$ cat config.mk
export PLATFORM = sky130hd
export DESIGN_NAME = rx_word_align
export DESIGN_NICKNAME = d
export VERILOG_FILES = /design/src/rtl/rx_align_pkg.sv /design/src/rtl/rx_bitslip_shift.sv /design/src/rtl/rx_word_align.sv
export SDC_FILE = /design/constraint.sdc
export NUM_CORES = 1
export LEC_CHECK = 0
export BUFFER_PORTS_ARGS = -buffer_cell sky130_fd_sc_hd__buf_2
export CAP_MARGIN = 20
export CORE_ASPECT_RATIO = 2
export CORE_MARGIN = 5
export CORE_UTILIZATION = 56
export DETAILED_ROUTE_END_ITERATION = 8
export GPL_TIMING_DRIVEN = 0
export PLACE_DENSITY = 0.79
export SLEW_MARGIN = 20
export SYNTH_ARGS = -nofsm -noshare
export SYNTH_HDL_FRONTEND = slang
export SYNTH_SLANG_ARGS = --single-unit
$ cat constraint.sdc
create_clock -name clk -period 2.5 [get_ports clk]
set_clock_uncertainty 0.1 [all_clocks]
set_input_delay 0.5 -clock clk [delete_from_list [all_inputs] [get_ports clk]]
set_output_delay 0.5 -clock clk [all_outputs]
set_load 0.1 [all_outputs]
$ cat src/rtl/rx_align_pkg.sv
// rx_align_pkg: shared state type and elaboration helpers for the receive word aligner
package rx_align_pkg;

   typedef enum logic [1:0] {S_WAIT, S_SEARCH, S_SLIP, S_LOCKED} align_st_e;

   function automatic int cnt_w(input int max_val);
      return $clog2(max_val + 1);
   endfunction

   function automatic bit width_ok(input int w);
      return (w == 4) || (w == 8);
   endfunction

endpackage

$ cat src/rtl/rx_bitslip_shift.sv
// rx_bitslip_shift: selects one word from the two-word history window at a bit offset
module rx_bitslip_shift
   import rx_align_pkg::*;
#(
   parameter int DATA_WIDTH = 4
) (
   input  logic [DATA_WIDTH-1:0]         cur_i,
   input  logic [DATA_WIDTH-1:0]         prev_i,
   input  logic [$clog2(DATA_WIDTH)-1:0] offset_i,
   output logic [DATA_WIDTH-1:0]         word_o
);

   logic [2*DATA_WIDTH-1:0] win;

   assign win    = {cur_i, prev_i};
   assign word_o = DATA_WIDTH'(win >> offset_i);

endmodule

$ cat src/rtl/rx_word_align.sv
// rx_word_align: fabric bitslip aligner that locks onto a training word and then forwards aligned words
module rx_word_align
   import rx_align_pkg::*;
#(
   parameter int                    DATA_WIDTH    = 4,
   parameter logic [DATA_WIDTH-1:0] TRAIN_PATTERN = 4'b0011,
   parameter int                    MATCH_CNT     = 16,
   parameter int                    SLIP_WAIT     = 2
) (
   input  logic                          clk,
   input  logic                          rst,
   input  logic [DATA_WIDTH-1:0]         din,
   input  logic                          din_valid,
   input  logic                          train_en,
   input  logic                          relock,
   output logic [DATA_WIDTH-1:0]         dout,
   output logic                          dout_valid,
   output logic                          locked,
   output logic [$clog2(DATA_WIDTH)-1:0] slip_offset,
   output logic                          align_err
);

   localparam int OW = $clog2(DATA_WIDTH);
   localparam int MW = cnt_w(MATCH_CNT);
   localparam int SW = cnt_w(2 * DATA_WIDTH);
   localparam int WW = cnt_w(SLIP_WAIT);
   localparam logic [MW-1:0] MATCH_LAST = MW'(MATCH_CNT - 1);
   localparam logic [SW-1:0] SLIP_MAX   = SW'(2 * DATA_WIDTH);
   localparam logic [WW-1:0] WAIT_LAST  = WW'(SLIP_WAIT - 1);

   if (!width_ok(DATA_WIDTH)) begin : g_bad_width
      $error("rx_word_align: DATA_WIDTH must be 4 or 8");
   end
   if (SLIP_WAIT < 2) begin : g_bad_wait
      $error("rx_word_align: SLIP_WAIT must be at least 2");
   end

   align_st_e             state_q, state_d;
   logic [DATA_WIDTH-1:0] cur_q, prev_q;
   logic [DATA_WIDTH-1:0] aligned;
   logic [WW-1:0]         wait_cnt_q, wait_cnt_d;
   logic [MW-1:0]         match_cnt_q, match_cnt_d;
   logic [SW-1:0]         slip_cnt_q, slip_cnt_d;
   logic [OW-1:0]         slip_off_q, slip_off_d;
   logic                  err_q, err_d;
   logic [DATA_WIDTH-1:0] dout_q, dout_d;
   logic                  dv_q, dv_d;

   rx_bitslip_shift #(.DATA_WIDTH(DATA_WIDTH)) u_shift (
      .cur_i    (cur_q),
      .prev_i   (prev_q),
      .offset_i (slip_off_q),
      .word_o   (aligned)
   );

   // two-word history of raw beats; a relock beat still shifts in
   always_ff @(posedge clk) begin
      if (rst) begin
         cur_q  <= '0;
         prev_q <= '0;
      end else if (din_valid) begin
         prev_q <= cur_q;
         cur_q  <= din;
      end
   end

   // alignment FSM: settle, compare, slip, then forward aligned words once locked
   always_comb begin
      state_d     = state_q;
      wait_cnt_d  = wait_cnt_q;
      match_cnt_d = match_cnt_q;
      slip_cnt_d  = slip_cnt_q;
      slip_off_d  = slip_off_q;
      err_d       = err_q;
      dout_d      = dout_q;
      dv_d        = 1'b0;
      if (relock) begin
         state_d     = S_WAIT;
         wait_cnt_d  = '0;
         match_cnt_d = '0;
         slip_cnt_d  = '0;
         slip_off_d  = '0;
         err_d       = 1'b0;
      end else begin
         case (state_q)
            S_WAIT: begin
               if (din_valid) begin
                  wait_cnt_d = (wait_cnt_q == WAIT_LAST) ? '0 : wait_cnt_q + WW'(1);
                  state_d    = (wait_cnt_q == WAIT_LAST) ? S_SEARCH : S_WAIT;
               end
            end
            S_SEARCH: begin
               if (!train_en) begin
                  match_cnt_d = '0;
               end else if (din_valid) begin
                  if (aligned == TRAIN_PATTERN) begin
                     match_cnt_d = match_cnt_q + MW'(1);
                     state_d     = (match_cnt_q == MATCH_LAST) ? S_LOCKED : S_SEARCH;
                  end else begin
                     match_cnt_d = '0;
                     state_d     = S_SLIP;
                  end
               end
            end
            S_SLIP: begin
               slip_off_d = slip_off_q + OW'(1);
               slip_cnt_d = (slip_cnt_q == SLIP_MAX) ? slip_cnt_q : slip_cnt_q + SW'(1);
               err_d      = err_q | (slip_cnt_d == SLIP_MAX);
               state_d    = S_WAIT;
            end
            S_LOCKED: begin
               dout_d = din_valid ? aligned : dout_q;
               dv_d   = din_valid;
            end
            default: state_d = S_WAIT;
         endcase
      end
   end

   // state, counter and output registers
   always_ff @(posedge clk) begin
      if (rst) begin
         state_q     <= S_WAIT;
         wait_cnt_q  <= '0;
         match_cnt_q <= '0;
         slip_cnt_q  <= '0;
         slip_off_q  <= '0;
         err_q       <= 1'b0;
         dout_q      <= '0;
         dv_q        <= 1'b0;
      end else begin
         state_q     <= state_d;
         wait_cnt_q  <= wait_cnt_d;
         match_cnt_q <= match_cnt_d;
         slip_cnt_q  <= slip_cnt_d;
         slip_off_q  <= slip_off_d;
         err_q       <= err_d;
         dout_q      <= dout_d;
         dv_q        <= dv_d;
      end
   end

   assign dout        = dout_q;
   assign dout_valid  = dv_q;
   assign locked      = (state_q == S_LOCKED);
   assign slip_offset = slip_off_q;
   assign align_err   = err_q;

endmodule

* Word level (Yosys, flattened, before mapping)
Cells that the tools add are included.
** Cells by class
- Reductions and logical operators :: 8
- Equality and inequality tests :: 12
- Bitwise logic cells :: 3
- $add $sub $neg :: 4
- Shifts and indexed selects :: 1
- Multiplexer cells :: 12
** Operator list (count)
- $mux 5 :: 3
- $mux 2 :: 6
- $eq 4x4->1 const B :: 2
- $ne 2x2->1 const B :: 4
- $shr 8x2->4 :: 1
- $pmux 2 s3 :: 1
- $add 5x1->5 const B :: 1
- $eq 5x4->1 const B :: 1
- $add 2x1->2 const B :: 2
- $add 4x1->4 const B :: 1
- $eq 2x1->1 const B :: 2
- $eq 2x2->1 const B :: 2
- $eq 4x2->1 const B :: 1
- $mux 4 :: 1
- $reduce_and 2->1 :: 2
- $reduce_and 4->1 :: 1
- $reduce_and 3->1 :: 1
- $reduce_bool 3->1 :: 1
- $reduce_or 3->1 :: 1
- $logic_not 2->1 :: 1
- $not 1->1 :: 2
- $reduce_or 2->1 :: 1
- $mux 1 :: 1
- $or 1x1->1 :: 1
** Storage, ports and cells
- Bits in registers :: 29
- Logic and storage cells :: 50
- Output and inout port bits :: 9

* Logic depth before layout (Yosys ltp)
- Word-level depth :: 6
- Gate-level depth with buffers :: 7
- Gate-level depth less buffers :: 7

* Hierarchy
Synthesis repeated with hierarchy kept, for this count alone.
** Unflattened totals
- Cells, all modules :: 149
- Area, all modules :: 1438.9 µm²
** Modules (own cells, without submodules)
- rx_word_align :: cells an instance 145, area an instance 1333.8 µm², times used 1
- rx_bitslip_shift :: cells an instance 4, area an instance 105.1 µm², times used 1

* Worst setup path before layout
No wires, ideal clock.
- Path type :: reg-to-reg
- Start :: register slip_off_q[0], in the netlist slip_offset[0]
- End :: register match_cnt_q[3]
- Required time :: 2.326 ns
- Path slack :: -0.125 ns
- Cell stages (with the launch flop) :: 6
- Data arrival time :: 2.450 ns
- Library setup time :: 0.074 ns
- Cell sequence :: dfxtp_1 -> buf_6 -> mux4_2 -> a211oi_4 -> or3b_1 -> a31oi_1
** On the way
- Longest elaborated chain between the ends :: 5
** Ends and longest elaborated chain
- start, declared :: line rx_word_align.sv:44 : logic [OW-1:0] slip_off_q, slip_off_d;
- start signal, assigned :: line rx_word_align.sv:136 : slip_off_q <= slip_off_d;
- $shr 8x2->4 :: line rx_bitslip_shift.sv:16 : assign word_o = DATA_WIDTH'(win >> offset_i);
- $eq 4x2->1 :: line rx_word_align.sv:96 : if (aligned == TRAIN_PATTERN) begin
- $mux 5 :: line rx_word_align.sv:96
- $mux 5 :: line rx_word_align.sv:95 : end else if (din_valid) begin
- $mux 5 :: line rx_word_align.sv:93 : if (!train_en) begin
- end signal, assigned :: line rx_word_align.sv:134 : match_cnt_q <= match_cnt_d;
- end, declared :: line rx_word_align.sv:42 : logic [MW-1:0] match_cnt_q, match_cnt_d;
No other way between the ends. The select of a mux whose other input is x is not followed.
A chain may end at the register's enable or synchronous reset.

* Worst setup path after layout
Ends and elaborated chain as after synthesis.

==> impl_metrics.tcl <==
set metrics [dict create \
    status "complete, no violations" \
    core_um2 2570 \
    nFillCells 209 \
    cts_resized 0 \
    final_cell_area_um2 1730 \
    power_mw 1.03 \
    drv_cap 0 \
    dpl.hpwl_um 2430 \
    die_h_um 83.1 \
    drtPass1Iterations 3 \
    synth-seq-cells 29 \
    dpl-instance-area_um2 1610 \
    yosysTopAreaCell "dfxtp_1" \
    finalCritPeriodShare_pct 80.4 \
    synthFlopType "dfxtp_1" \
    crit_type "flop to flop" \
    synth.distinct_cells 42 \
    fp.dieArea_um2 3870 \
    totalWireLength_um 3040 \
    peakVddDrop_mv 0.451 \
    portBuffers 16 \
    synthArstFlopShare_pct 0 \
    hold_buffers 0 \
    hold_violations 0 \
    min_period_ns 2.01 \
    final_cell_mix "dfxtp_1, nor2_1, buf_2" \
    gp_congestion 0.844 \
    finalWorstSetupSlack_ns 0.489 \
    wl_per_cell_um 14.8 \
    path_clk_slew_ns 0.06 \
    die_w_um 46.6 \
    rsz0062_at_grt "no" \
    grt.overflow.total 0 \
    clock_path_buffers 2 \
    power.leakage_nw 0.744 \
    numCtsBuffers 5 \
    fmax_mhz 497 \
    r2r_cells 5 \
    synth_area_leaders "dfxtp_1, mux2i_1, ha_1, nor2_1, mux4_1" \
    ant_nets 0 \
    grt_use_total_pct 18.6 \
    crit_required_ns 2.61 \
    antenna_found_initial 0 \
    clkSinkCount 29 \
    slew_headroom_pct 58.0 \
    grt_max_degree 11 \
    start_util_pct 58.3 \
    setup_viol 0 \
    grt_pass1_vias 1228 \
    ys_seq_area_share_pct 38.8 \
    path_max_fanout 10 \
    cts_root_buf "clkbuf_8" \
    drt_iter0_drc 15 \
    drive_gt1_share_pct 19.8 \
    maxSlewViolCount 0 \
    whs_path_depth 2 \
    drc 0 \
    vias_per_cell 5.76 \
    area_growth_pct 15.5 \
    cts_max_level 2 \
    synth_edf_count 0 \
    place_ws_ns 0.483 \
    cts_tree "yes" \
    syn_avg_cell_area_um2 9.79 \
    rows 26 \
    final_net_count 193 \
    ios 18 \
    synthesis.nets 170 \
    via_count 1181 \
    cp-end-kind "flop" \
    synth_area_um2 1500 \
    worstMarginPinSlew_ns 0.630 \
    dp.cells 197 \
    ys_warn_count 0 \
    antennaDiodeCount 0 \
    synth_top_area_share_pct 38.8 \
    final_common_cell "dfxtp_1" \
    postCtsSetupBuffers 0 \
    powerDensity_nw_per_um2 595 \
    grt_pass1_wl_um 5330 \
    multi_input_area_um2 841 \
    critPathLaunchType "flop" \
    hold_class "primary input to flop" \
    synthCells 153 \
    cp_data_arrival_time_ns 2.13 \
    clock_latency_ns 0.28 \
    final_cells 205 \
    register_area_um2 582 \
    setup_tns_ns 0 \
]
worst max-delay path, stage by stage, from the launching register on:
cell and delay (ns):
dfxtp_2 0.33, buf_6 0.14, mux4_2 0.57, a211oi_4 0.26, or3b_1 0.39, a31oi_1 0.16
state kept, by name, summed over array words and instances, names as in the netlist:
register     cells
align_err        1
wait_cnt_q       2
state_q          2
dout_valid       1
dout             4
match_cnt_q      5
prev_q           4
cur_q            4
slip_offset      2
slip_cnt_q       4
synth_stat cells (2+ instances only):
cell,number
dfxtp_1,29
nor2_1,22
mux2i_1,14
nand2_1,11
ha_1,8
inv_1,7
a21oi_1,5
clkbuf_1,4
xor2_1,4
a31oi_1,3
mux4_1,3
nand3_1,3
nor3b_1,3
a211oi_1,2
and3_1,2
and3b_1,2
buf_6,2
nand3b_1,2
nand4_1,2
o21ai_0,2
xnor2_1,2
cells by family after synthesis:
kind of cell    synth area share (%)
compound gates                  11.0
xor+xnor                        3.51
fa+ha+maj                       6.68
buf+inv                         5.10
flops                           38.8
mux                             16.1
simple gates                    18.8
worst paths after layout:
check | startpoint | endpoint | slack [ns]
hold / removal | rst | prev_q[3] | 0.34
setup reg to reg | slip_offset[0] | match_cnt_q[3] | 0.49
setup / recovery | slip_offset[0] | match_cnt_q[3] | 0.49
hold reg to reg | wait_cnt_q[1] | wait_cnt_q[1] | 0.34
power by group:
part           internal [mW]  switching (mW)  total (mW)
logic                 0.0249          0.0298      0.0548
clock network          0.324           0.172       0.496
registers              0.470         0.00840       0.478
total                  0.819           0.210        1.03
metrics by stage:
stage / hold slack [ns] / utilization, %
2_1_floorplan: 0.313 / -
3_3_place_gp: 0.319 / 62.8
3_5_place_dp: 0.333 / 62.8
4_1_cts: 0.331 / 67.3
5_1_grt: 0.353 / 67.3
6_report: 0.335 / 67.3
metal layers:
metal	GRT usage (%)	vias up	part of all wire, %	wire (µm)
met2	31.5	23	56	1700
met3	4.98	13	3.8	117
met4	11.7	0	4.8	146
met5	0	-	0	0
li1	-	581	-	-
met1	18.2	564	36	1080
cell type report:
| cell class | count | share of cell area (%) |
|---|---|---|
| clock buffers | 7 | 4.99 |
| clock inverters | 1 | 1.74 |
| repair buffers | 16 | 4.63 |
| flip-flops and latches | 29 | 33.6 |
| plain buffers | 8 | 2.89 |
| multi-input cells | 109 | 48.6 |
| inverters | 7 | 1.52 |
| well taps | 28 | 2.02 |
Power figures use the tool's default switching activity.
